[src/rtl/fix_acc_dump.sv]
// fix_acc_dump: fixed-point accumulate-and-dump stage.
//
// Sums frame_len consecutive signed samples in a full-precision accumulator,
// arithmetic-shifts the sum right by SHIFT_CONST, saturates it to OUT_WIDTH
// and presents it on a valid/ready output.
//
// Optional feature: define FIX_ACC_DUMP_ROUND_EN to round half up before the
// shift (adds 2^(SHIFT_CONST-1)); otherwise the shift truncates (floor).
//
// Ports:
//   clk        clock
//   rst_n      asynchronous active-low reset
//   in         signed input sample (IN_WIDTH)
//   in_valid   sample valid
//   in_ready   stage can accept a sample (registered)
//   frame_len  samples per frame, sampled with the first sample of a frame
//   flush      synchronous abort of the current frame / pending result
//   out        signed shifted, saturated frame sum (OUT_WIDTH)
//   out_valid  out holds a completed frame result
//   out_ready  downstream accepts out
module fix_acc_dump #(
  parameter int IN_WIDTH    = 16,
  parameter int OUT_WIDTH   = 16,
  parameter int MAX_LEN     = 64,
  parameter int SHIFT_CONST = 3,
  localparam int LEN_W      = $clog2(MAX_LEN + 1),
  localparam int ACC_WIDTH  = IN_WIDTH + $clog2(MAX_LEN)
) (
  input  logic                        clk,
  input  logic                        rst_n,
  input  logic signed [IN_WIDTH-1:0]  in,
  input  logic                        in_valid,
  output logic                        in_ready,
  input  logic        [LEN_W-1:0]     frame_len,
  input  logic                        flush,
  output logic signed [OUT_WIDTH-1:0] out,
  output logic                        out_valid,
  input  logic                        out_ready
);

  localparam int WW = ACC_WIDTH + 1;  // rounding headroom

  // Half an output LSB; evaluates to 0 when SHIFT_CONST is 0.
`ifdef FIX_ACC_DUMP_ROUND_EN
  localparam logic signed [WW-1:0] RoundAdd = (WW'(1) << SHIFT_CONST) >> 1;
`else
  localparam logic signed [WW-1:0] RoundAdd = '0;
`endif

  localparam logic signed [WW-1:0] SatMax =
    {{(WW - OUT_WIDTH + 1){1'b0}}, {(OUT_WIDTH - 1){1'b1}}};
  localparam logic signed [WW-1:0] SatMin =
    {{(WW - OUT_WIDTH + 1){1'b1}}, {(OUT_WIDTH - 1){1'b0}}};

  typedef enum logic [1:0] {StIdle, StAcc, StHold} state_e;

  state_e                        state_q, state_d;
  logic signed [ACC_WIDTH-1:0]   acc_q, acc_d;
  logic        [LEN_W-1:0]       cnt_q, cnt_d;
  logic        [LEN_W-1:0]       len_q, len_d;
  logic signed [OUT_WIDTH-1:0]   out_q, out_d;
  logic                          out_valid_q, out_valid_d;
  logic                          in_ready_q, in_ready_d;

  logic                          accept;
  logic                          first;
  logic        [LEN_W-1:0]       len_eff;
  logic        [LEN_W-1:0]       len_cur;
  logic        [LEN_W-1:0]       cnt_inc;
  logic signed [ACC_WIDTH-1:0]   in_ext;
  logic signed [ACC_WIDTH-1:0]   acc_sum;
  logic signed [WW-1:0]          rounded;
  logic signed [WW-1:0]          shifted;
  logic signed [OUT_WIDTH-1:0]   sat_val;

  // Datapath for the sample being accepted this cycle.
  always_comb begin
    accept  = in_valid && in_ready_q;
    first   = (cnt_q == '0);
    len_eff = frame_len;
    if (frame_len == '0) begin
      len_eff = LEN_W'(1);
    end else if (frame_len > LEN_W'(MAX_LEN)) begin
      len_eff = LEN_W'(MAX_LEN);
    end
    // frame_len only matters on the first sample; later samples use len_q.
    len_cur = first ? len_eff : len_q;
    cnt_inc = cnt_q + 1'b1;
    in_ext  = {{(ACC_WIDTH - IN_WIDTH){in[IN_WIDTH-1]}}, in};
    acc_sum = first ? in_ext : (acc_q + in_ext);
    rounded = {acc_sum[ACC_WIDTH-1], acc_sum} + RoundAdd;
    shifted = rounded >>> SHIFT_CONST;
    if (shifted > SatMax) begin
      sat_val = SatMax[OUT_WIDTH-1:0];
    end else if (shifted < SatMin) begin
      sat_val = SatMin[OUT_WIDTH-1:0];
    end else begin
      sat_val = shifted[OUT_WIDTH-1:0];
    end
  end

  // Next-state logic.
  always_comb begin
    state_d     = state_q;
    acc_d       = acc_q;
    cnt_d       = cnt_q;
    len_d       = len_q;
    out_d       = out_q;
    out_valid_d = out_valid_q;

    if (flush) begin
      // Flush beats a simultaneous accept: the sample is dropped.
      acc_d       = '0;
      cnt_d       = '0;
      out_valid_d = 1'b0;
      state_d     = StAcc;
    end else begin
      unique case (state_q)
        StIdle: state_d = StAcc;
        StAcc: begin
          if (accept) begin
            if (first) begin
              len_d = len_eff;
            end
            acc_d = acc_sum;
            cnt_d = cnt_inc;
            if (cnt_inc == len_cur) begin
              out_d       = sat_val;
              cnt_d       = '0;
              out_valid_d = 1'b1;
              state_d     = StHold;
            end
          end
        end
        StHold: begin
          if (out_valid_q && out_ready) begin
            out_valid_d = 1'b0;
            state_d     = StAcc;
          end
        end
        default: state_d = StIdle;
      endcase
    end

    in_ready_d = (state_d == StAcc);
  end

  always_ff @(posedge clk or negedge rst_n) begin
    if (!rst_n) begin
      state_q     <= StIdle;
      acc_q       <= '0;
      cnt_q       <= '0;
      len_q       <= '0;
      out_q       <= '0;
      out_valid_q <= 1'b0;
      in_ready_q  <= 1'b0;
    end else begin
      state_q     <= state_d;
      acc_q       <= acc_d;
      cnt_q       <= cnt_d;
      len_q       <= len_d;
      out_q       <= out_d;
      out_valid_q <= out_valid_d;
      in_ready_q  <= in_ready_d;
    end
  end

  assign in_ready  = in_ready_q;
  assign out       = out_q;
  assign out_valid = out_valid_q;

endmodule

[config.mk]
export PLATFORM = sky130hd
export DESIGN_NAME = fix_acc_dump
export DESIGN_NICKNAME = d
export VERILOG_FILES = /design/src/rtl/fix_acc_dump.sv
export SDC_FILE = /design/constraint.sdc
export NUM_CORES = 1
export LEC_CHECK = 0
export CELL_PAD_IN_SITES_DETAIL_PLACEMENT = 0
export CELL_PAD_IN_SITES_GLOBAL_PLACEMENT = 1
export CORE_MARGIN = 2
export CORE_UTILIZATION = 35
export CTS_BUF_LIST = sky130_fd_sc_hd__clkbuf_8
export DETAILED_ROUTE_END_ITERATION = 6
export PLACE_DENSITY = 0.77
export SLEW_MARGIN = 20
export SYNTH_ARGS = -nofsm -noshare
export SYNTH_HDL_FRONTEND = slang
export SYNTH_SLANG_ARGS = --single-unit
[constraint.sdc]
create_clock -name clk -period 10.04 [get_ports clk]
set_clock_uncertainty 0.15 [all_clocks]
set_input_delay 2.008 -clock clk [delete_from_list [all_inputs] [get_ports clk]]
set_output_delay 2.008 -clock clk [all_outputs]
set_load 0.02 [all_outputs]
# Yosys cells after proc, flatten, opt, wreduce, memory -nomap -nowiden
# Index checks and enable logic that the tools add are counted.
# word_totals
ff_bits	56
latchBits	0
out_inout_bits	18
elab_cells	55
romBits	0
memories	0
ram_bits	0
in_bits	28
# op_classes
addsub	2
n_shift	0
bitwise	1
reduce_logical	12
eq_ne	7
mux	23
multipliers	0
div	0
n_lt_le_gt_ge	3
# op_table
cell	count
$mux 22	4
$mux 7	7
$mux 16	2
$add 22x16->22	1
$gt 19x16->1 const B	1
$lt 19x16->1 const B	1
$logic_not 7->1	2
$ne 3x3->1 const B	3
$mux 2	4
$reduce_and 4->1	2
$add 7x1->7 const B	1
$eq 7x7->1	1
$gt 7x7->1 const B	1
$pmux 2 s3	1
$eq 2x1->1 const B	2
$mux 1	4
$reduce_bool 2->1	2
$reduce_and 3->1	1
$reduce_bool 3->1	1
$eq 2x2->1 const B	1
$logic_and 1x1->1	2
$logic_not 2->1	1
$pmux 1 s2	1
$reduce_and 2->1	1
$not 1->1	1

# Depth between registers and ports, before layout
# Gate-level depths: netlist of the first run.
# logic_depth
depth_word	10
ltp_mapped	13

# Worst setup path after synthesis of the first run
# Ideal clock, no wire load.
# synth_path
path_kind	input -> register
from	input port in[14]
to	register out_q[4], in the netlist out[4]
required_time_ns	9.760
slack_ns	5.323
t_arrival_ns	4.436
stages	12
cell_sequence	ha_1 -> clkbuf_1 -> and3_1 -> and4_1 -> a221oi_1 -> o21a_1 -> o21ai_0 -> mux2i_1 -> xnor2_1 -> a31oi_1 -> buf_2 -> o22ai_1
# synth_via
elab_chain_len	5
# synth_rtl
element	line_no	rtl
start: declaration	31	input logic signed [IN_WIDTH-1:0] in,
$add 22x16->22	90	acc_sum = first ? in_ext : (acc_q + in_ext);
$mux 22 *	90	
$lt 19x16->1	95	end else if (shifted < SatMin) begin
$mux 16	95	
$mux 16 *	93	if (shifted > SatMax) begin
end signal: assignment	162	out_q <= out_d;
end: declaration	61	logic signed [OUT_WIDTH-1:0] out_q, out_d;
# Mark *: on every way between the ends. The rest lies on a longest branch, timed or not.
# A chain may end at the register's enable or synchronous reset.

# Worst setup path in the final report of the first run
# layout_path
from	input port in[15]
to	register out_q[1], in the netlist out[1]
# The elaborated chain is that of the path after synthesis.

==> results of run 1 <==
-- layer usage --
metal / wire length [µm] / global-route usage / vias to the layer above
met3: 346 / 0.0247 / 5
met2: 4890 / 0.288 / 70
met1: 4890 / 0.236 / 1740
met4: 90 / 0.0375 / 0
li1: - / - / 1777
met5: 0 / 0 / -
-- area by class of cell --
| type | count | share of cell area |
|---|---|---|
| Inverter | 6 | 0.00484 |
| Timing Repair Buffer | 51 | 0.105 |
| Tap cell | 140 | 0.0377 |
| Clock inverter | 3 | 0.00834 |
| Multi-Input combinational cell | 392 | 0.527 |
| Clock buffer | 5 | 0.0148 |
| Sequential cell | 56 | 0.301 |
-- power groups by stage --
stage	Sequential [mW]	Clock [mW]	Combinational [mW]
after floorplan	0.286	0	0.205
after global placement	0.278	0	0.304
after detailed placement	0.279	0	0.305
after CTS	0.275	0.157	0.307
after global routing	0.280	0.166	0.343
final	0.275	0.150	0.307
-- worst paths after layout --
kind | end | slack (ns) | depth (start not counted)
setup / recovery | out[1]$_DFFE_PN0P_ | 4.72 | 10
min in group asynchronous | out[3]$_DFFE_PN0P_ | 1.68 | 2
hold reg to reg | len_q[5]$_DFFE_PN0P_ | 0.35 | 2
max in group asynchronous | cnt_q[6]$_DFFE_PN0P_ | 7.55 | 2
setup reg to reg | out[1]$_DFFE_PN0P_ | 6.11 | 9
hold / removal | len_q[5]$_DFFE_PN0P_ | 0.35 | 2
-- flip-flops by register name, indices dropped and copies added, names as in the netlist --
name       flops
cnt_q          7
in_ready       1
out_valid      1
len_q          7
state_q        2
acc_q         22
out           16
-- stage by stage --
step	std cells	hold slack [ns]	utilization	setup slack [ns]
floorplan	477	0.300	-	5.32
global placement	645	0.321	0.415	4.50
detailed placement	645	0.328	0.415	4.43
CTS	653	0.349	0.425	4.77
global route	653	0.394	0.425	4.50
finish	653	0.346	0.425	4.72
-- cell families after synthesis --
family / synth area share
AOI/OAI and AO/OA: 0.223
xor gates and xnor gates: 0.0574
adders and majority gates: 0.0775
buffers and inverters: 0.0306
DFF: 0.353
muxes: 0.0425
and+or+nand+nor: 0.216
-- worst reg2reg max path: stages (launching register included) --
cell and delay (ns):
dfrtp_1 0.46, or4_4 0.61, nor2_8 0.47, mux2i_1 0.32, xnor2_1 0.13, nor4b_1 0.34, nand2_2 0.18, or4_4 0.58
o22ai_4 0.38, o22ai_1 0.19
-- Yosys cell counts, types with 5 or more instances --
cell type / instances
clkbuf_1: 14
nor2b_1: 5
mux2i_1: 9
mux2_2: 7
o21ai_0: 38
nor2_1: 59
and3_1: 5
dfrtp_1: 56
inv_1: 6
xnor2_1: 17
a21o_1: 14
o31ai_1: 5
a21oi_1: 40
nand3_1: 8
o22ai_1: 16
nor3_1: 15
nand2b_1: 9
ha_1: 23
nand2_1: 59
a211oi_1: 5
xor2_1: 9
==> impl_metrics.py, run 1 <==
metrics = {
    "floorplanning": {
        "die-width_um": 111,
        "ioPinCount": 46,
        "rows": 38,
        "start_util": 0.363,
        "fp.coreArea_um2": 10900,
        "die-area_um2": 12200,
        "die-height_um": 111,
    },
    "critical_path": {
        "endpoint_kind": "flop",
        "arrival_ns": 5.36,
        "r2r_start": "cnt_q[2]$_DFFE_PN0P_",
        "crit_buf_inv": 1,
        "worstPathMaxFanout": 15,
        "worst_path_largest_cell_delay_ns": 0.65,
        "crit_family": "compound AO/OA/AOI/OAI gates",
        "required_ns": 10.08,
        "critPathLaunch": "in[15]",
        "setup.worst_path.class": "in2reg",
        "cp_slowest_cell": "clkdlybuf4s50_1",
        "cp_cell_sequence": "clkdlybuf4s50_1, ha_1, and3_1, and4_1, a221oi_1, a21o_1, a21oi_1, or4_4, o22ai_4, o22ai_1",
        "cp-start-kind": "primary input",
    },
    "pwr": {
        "combPwrFrac": 0.419,
        "p_per_area_nw_per_um2": 157,
        "vdd_drop_max_uv": 70.1,
        "p_seq_frac": 0.376,
        "clkPwrFrac": 0.205,
        "power.internal_mw": 0.457,
        "finalPower_mw": 0.732,
        "p_sw_frac": 0.375,
        "p_switching_mw": 0.274,
        "total_leakage_power_nw": 1.97,
    },
    "placement": {
        "gp_congestion": 0.876,
        "dp_hpwl_um": 7200,
        "placed_area_um2": 4540,
        "numPortBuffers": 45,
    },
    "sta": {
        "rsz0062_at_grt": "false",
        "fin_crit_sh": 0.530,
        "fin_tns_setup_ns": 0,
        "min_period_ns": 5.32,
        "slew_headroom": 0.495,
        "hold_violations": 0,
        "drv_slew": 0,
        "setup_violations": 0,
        "tightest_slew_ns": 0.757,
        "timing.fmax_ghz": 0.188,
    },
    "yosys": {
        "netlist.area_leader.share": 0.353,
        "async_reset_ff_frac": 1.00,
        "yosys_warnings": 0,
        "synth-edff-count": 0,
        "syn_area_um2": 3970,
        "syn_avg_cell_area_um2": 8.32,
        "yosys.area.top_type": "dfrtp_1",
        "synth_cells": 477,
        "synth_area_leaders": "dfrtp_1 35%, ha_1 7.2%, nand2_1 5.6%, nor2_1 5.6%, a21oi_1 5.0%",
        "syn-num-nets": 529,
        "synth.distinct_cells": 52,
        "synth-main-ff-cell": "dfrtp_1",
        "ys_seq_elements": 56,
        "seq_area_frac_synth": 0.353,
    },
    "clock_tree": {
        "insertion_delay_ns": 0.32,
        "path_clk_slew_ns": 0.10,
        "clock-root-buffer": "clkbuf_8",
        "cts_tree": "built",
        "h-tree-depth": 2,
        "cts_setup_buffers": 0,
        "ctsLongestPathBuffers": 2,
        "cts_buffers": 5,
        "clock-sinks": 56,
        "cts_resized": 0,
        "hold_buffers": 0,
    },
    "final_layout": {
        "finalNetCount": 564,
        "layout-drive-gt1-share": 0.0565,
        "area_delta_synth_final_pct": 17.1,
        "final_cell_mix": "59 x nand2_1, 59 x nor2_1, 56 x dfrtp_1",
        "multiInputGateArea_um2": 2450,
        "final.fill_count": 1146,
        "finalInstanceArea_um2": 4650,
        "diodes": 0,
        "seqCellArea_um2": 1400,
    },
    "grt": {
        "grt_pass1_vias": 3585,
        "grt_max_degree": 57,
        "track_usage": 0.172,
        "grt_pass1_wl_um": 17700,
        "grt.overflow.total": 0,
        "antenna_found_initial": 0,
    },
    "routing": {
        "routedWlPerCell_um": 15.7,
        "wl_um": 10200,
        "ant_nets": 0,
        "vias_per_cell": 5.50,
        "drcViolationCount": 0,
        "via_count": 3592,
        "firstDrtPassIters": 4,
        "drt_iter0_markers": 151,
    },
    "status": {
        "status": "complete, no violations",
    },
    "min_path": {
        "hold_path_class": "reg2reg",
        "min-delay-start": "len_q[5]$_DFFE_PN0P_",
    },
    "run": {
        "drv_cap": 0,
    },
}
Note: power is estimated with default switching activity, not from simulation.
==> inputs of run 2 (changes only) <==
Settings changed: PLACE_DENSITY 0.77 to 0.8.
Clock period 10.04 ns to 4.8 ns, I/O delays scaled along.
==> impl_metrics.py, run 2 (same netlist as run 1, synthesis figures left out) <==
metrics = {
    "status": {
        "status": "complete, no violations",
    },
    "final_layout": {
        "regMostFlops": "acc_q",
        "final_cell_mix": "59 x nand2_1, 59 x nor2_1, 56 x dfrtp_1",
        "finalNetCount": 566,
        "final.fill_count": 1129,
        "largest_reg_flops": 22,
        "layout-drive-gt1-share": 0.0621,
        "area_delta_synth_final_pct": 17.1,
        "diodes": 0,
        "final_cells": 655,
    },
    "pwr": {
        "finalPower_mw": 1.49,
        "p_per_area_nw_per_um2": 320,
        "vdd_drop_max_uv": 154,
        "total_leakage_power_nw": 1.98,
    },
    "grt": {
        "grt_pass1_vias": 3538,
        "track_usage": 0.167,
        "grt.overflow.total": 0,
        "antenna_found_initial": 0,
        "grt_pass1_wl_um": 17100,
        "grt_max_degree": 57,
    },
    "sta": {
        "rsz0062_at_grt": "false",
        "min_period_ns": 4.06,
        "hold_violations": 0,
        "fin_crit_sh": 0.845,
        "setup_ws_ns": 0.742,
        "setup_violations": 0,
        "tightest_slew_ns": 0.740,
        "slew_headroom": 0.507,
        "drv_slew": 0,
        "timing.fmax_ghz": 0.246,
        "hold_ws_ns": 0.363,
        "fin_tns_setup_ns": 0,
    },
    "run": {
        "drv_cap": 0,
    },
    "routing": {
        "ant_nets": 0,
        "firstDrtPassIters": 4,
        "drcViolationCount": 0,
        "wl_um": 9920,
        "drt_iter0_markers": 162,
        "routedWlPerCell_um": 15.1,
        "via_count": 3526,
        "vias_per_cell": 5.38,
    },
    "critical_path": {
        "setup.worst_path.class": "in2reg",
        "rr_worst_depth": 9,
        "cp-start-kind": "primary input",
        "required_ns": 4.84,
        "endpoint_kind": "flop",
        "arrival_ns": 4.10,
        "worstPathMaxFanout": 15,
    },
    "clock_tree": {
        "insertion_delay_ns": 0.32,
        "cts_resized": 0,
        "cts_setup_buffers": 0,
        "ctsLongestPathBuffers": 2,
        "cts_tree": "built",
        "cts_buffers": 5,
        "clock-sinks": 56,
        "path_clk_slew_ns": 0.10,
        "h-tree-depth": 2,
        "clock-root-buffer": "clkbuf_8",
        "hold_buffers": 0,
    },
    "placement": {
        "dp.cells": 647,
        "dp_hpwl_um": 7170,
        "numPortBuffers": 45,
        "gp_congestion": 0.836,
        "dp_slack_ns": 0.366,
    },
    "min_path": {
        "hold_path_depth": 2,
        "hold_path_class": "reg2reg",
    },
    "floorplanning": {
        "die-height_um": 111,
        "fp.coreArea_um2": 10900,
        "start_util": 0.363,
        "ioPinCount": 46,
        "die-area_um2": 12200,
        "rows": 38,
        "die-width_um": 111,
    },
}
run 2: cell types whose count changed in the layout (fill, tap and decap cells not counted), sizes merged:
cell	change
clkbuf	+1
bufinv	-1
inv	-1
buf	+2
clkinv	+1
run 2: layer usage:
layer	routed length, µm	GRT usage	vias up	part of all wire
met5	0	0	-	0
li1	-	-	1781	-
met2	4830	0.291	49	0.49
met4	123	0.0458	0	0.012
met3	250	0.0220	8	0.025
met1	4720	0.218	1688	0.48
run 2: where the power goes:
group / internal (mW) / total, mW / switching (mW)
Sequential: 0.534 / 0.575 / 0.0403
Combinational: 0.271 / 0.635 / 0.364
Clock: 0.116 / 0.277 / 0.161
run 2: final timing paths:
check                                startpoint                    to  slack (ns)
max                                       in[7]    out[0]$_DFFE_PN0P_        0.74
min                        len_q[5]$_DFFE_PN0P_  len_q[5]$_DFFE_PN0P_        0.36
max reg2reg                cnt_q[2]$_DFFE_PN0P_    out[0]$_DFFE_PN0P_        1.20
min reg2reg                len_q[5]$_DFFE_PN0P_  len_q[5]$_DFFE_PN0P_        0.36
max in group asynchronous                 rst_n  cnt_q[2]$_DFFE_PN0P_        3.39
min in group asynchronous                 rst_n    out[8]$_DFFE_PN0P_        0.63
run 2: layout make-up:
| cell class | count | area [µm²] | area share |
|---|---|---|---|
| clock buffers | 6 | 82.6 | 0.0178 |
| clock inverters | 2 | 10.0 | 0.00215 |
| inverters | 6 | 22.5 | 0.00484 |
| multi-input cells | 392 | 2450 | 0.527 |
| flip-flops and latches | 56 | 1400 | 0.301 |
| well taps | 140 | 175 | 0.0377 |
| repair buffers | 53 | 505 | 0.109 |
run 2: worst max-delay path, cell delays in order:
cell	delay, ns
clkdlybuf4s50_1	0.44
ha_1	0.37
a21oi_1	0.16
o21ai_0	0.15
and3_1	0.21
a311o_1	0.37
o31ai_1	0.26
mux2i_1	0.14
or4_4	0.51
o22ai_4	0.37
o22ai_1	0.16
run 2: metrics by stage:
| step | util | area, µm² |
|---|---|---|
| after floorplan | - | 3970 |
| after global placement | 0.417 | 4560 |
| after detailed placement | 0.417 | 4560 |
| after CTS | 0.425 | 4650 |
| after global routing | 0.425 | 4650 |
| final | 0.425 | 4650 |
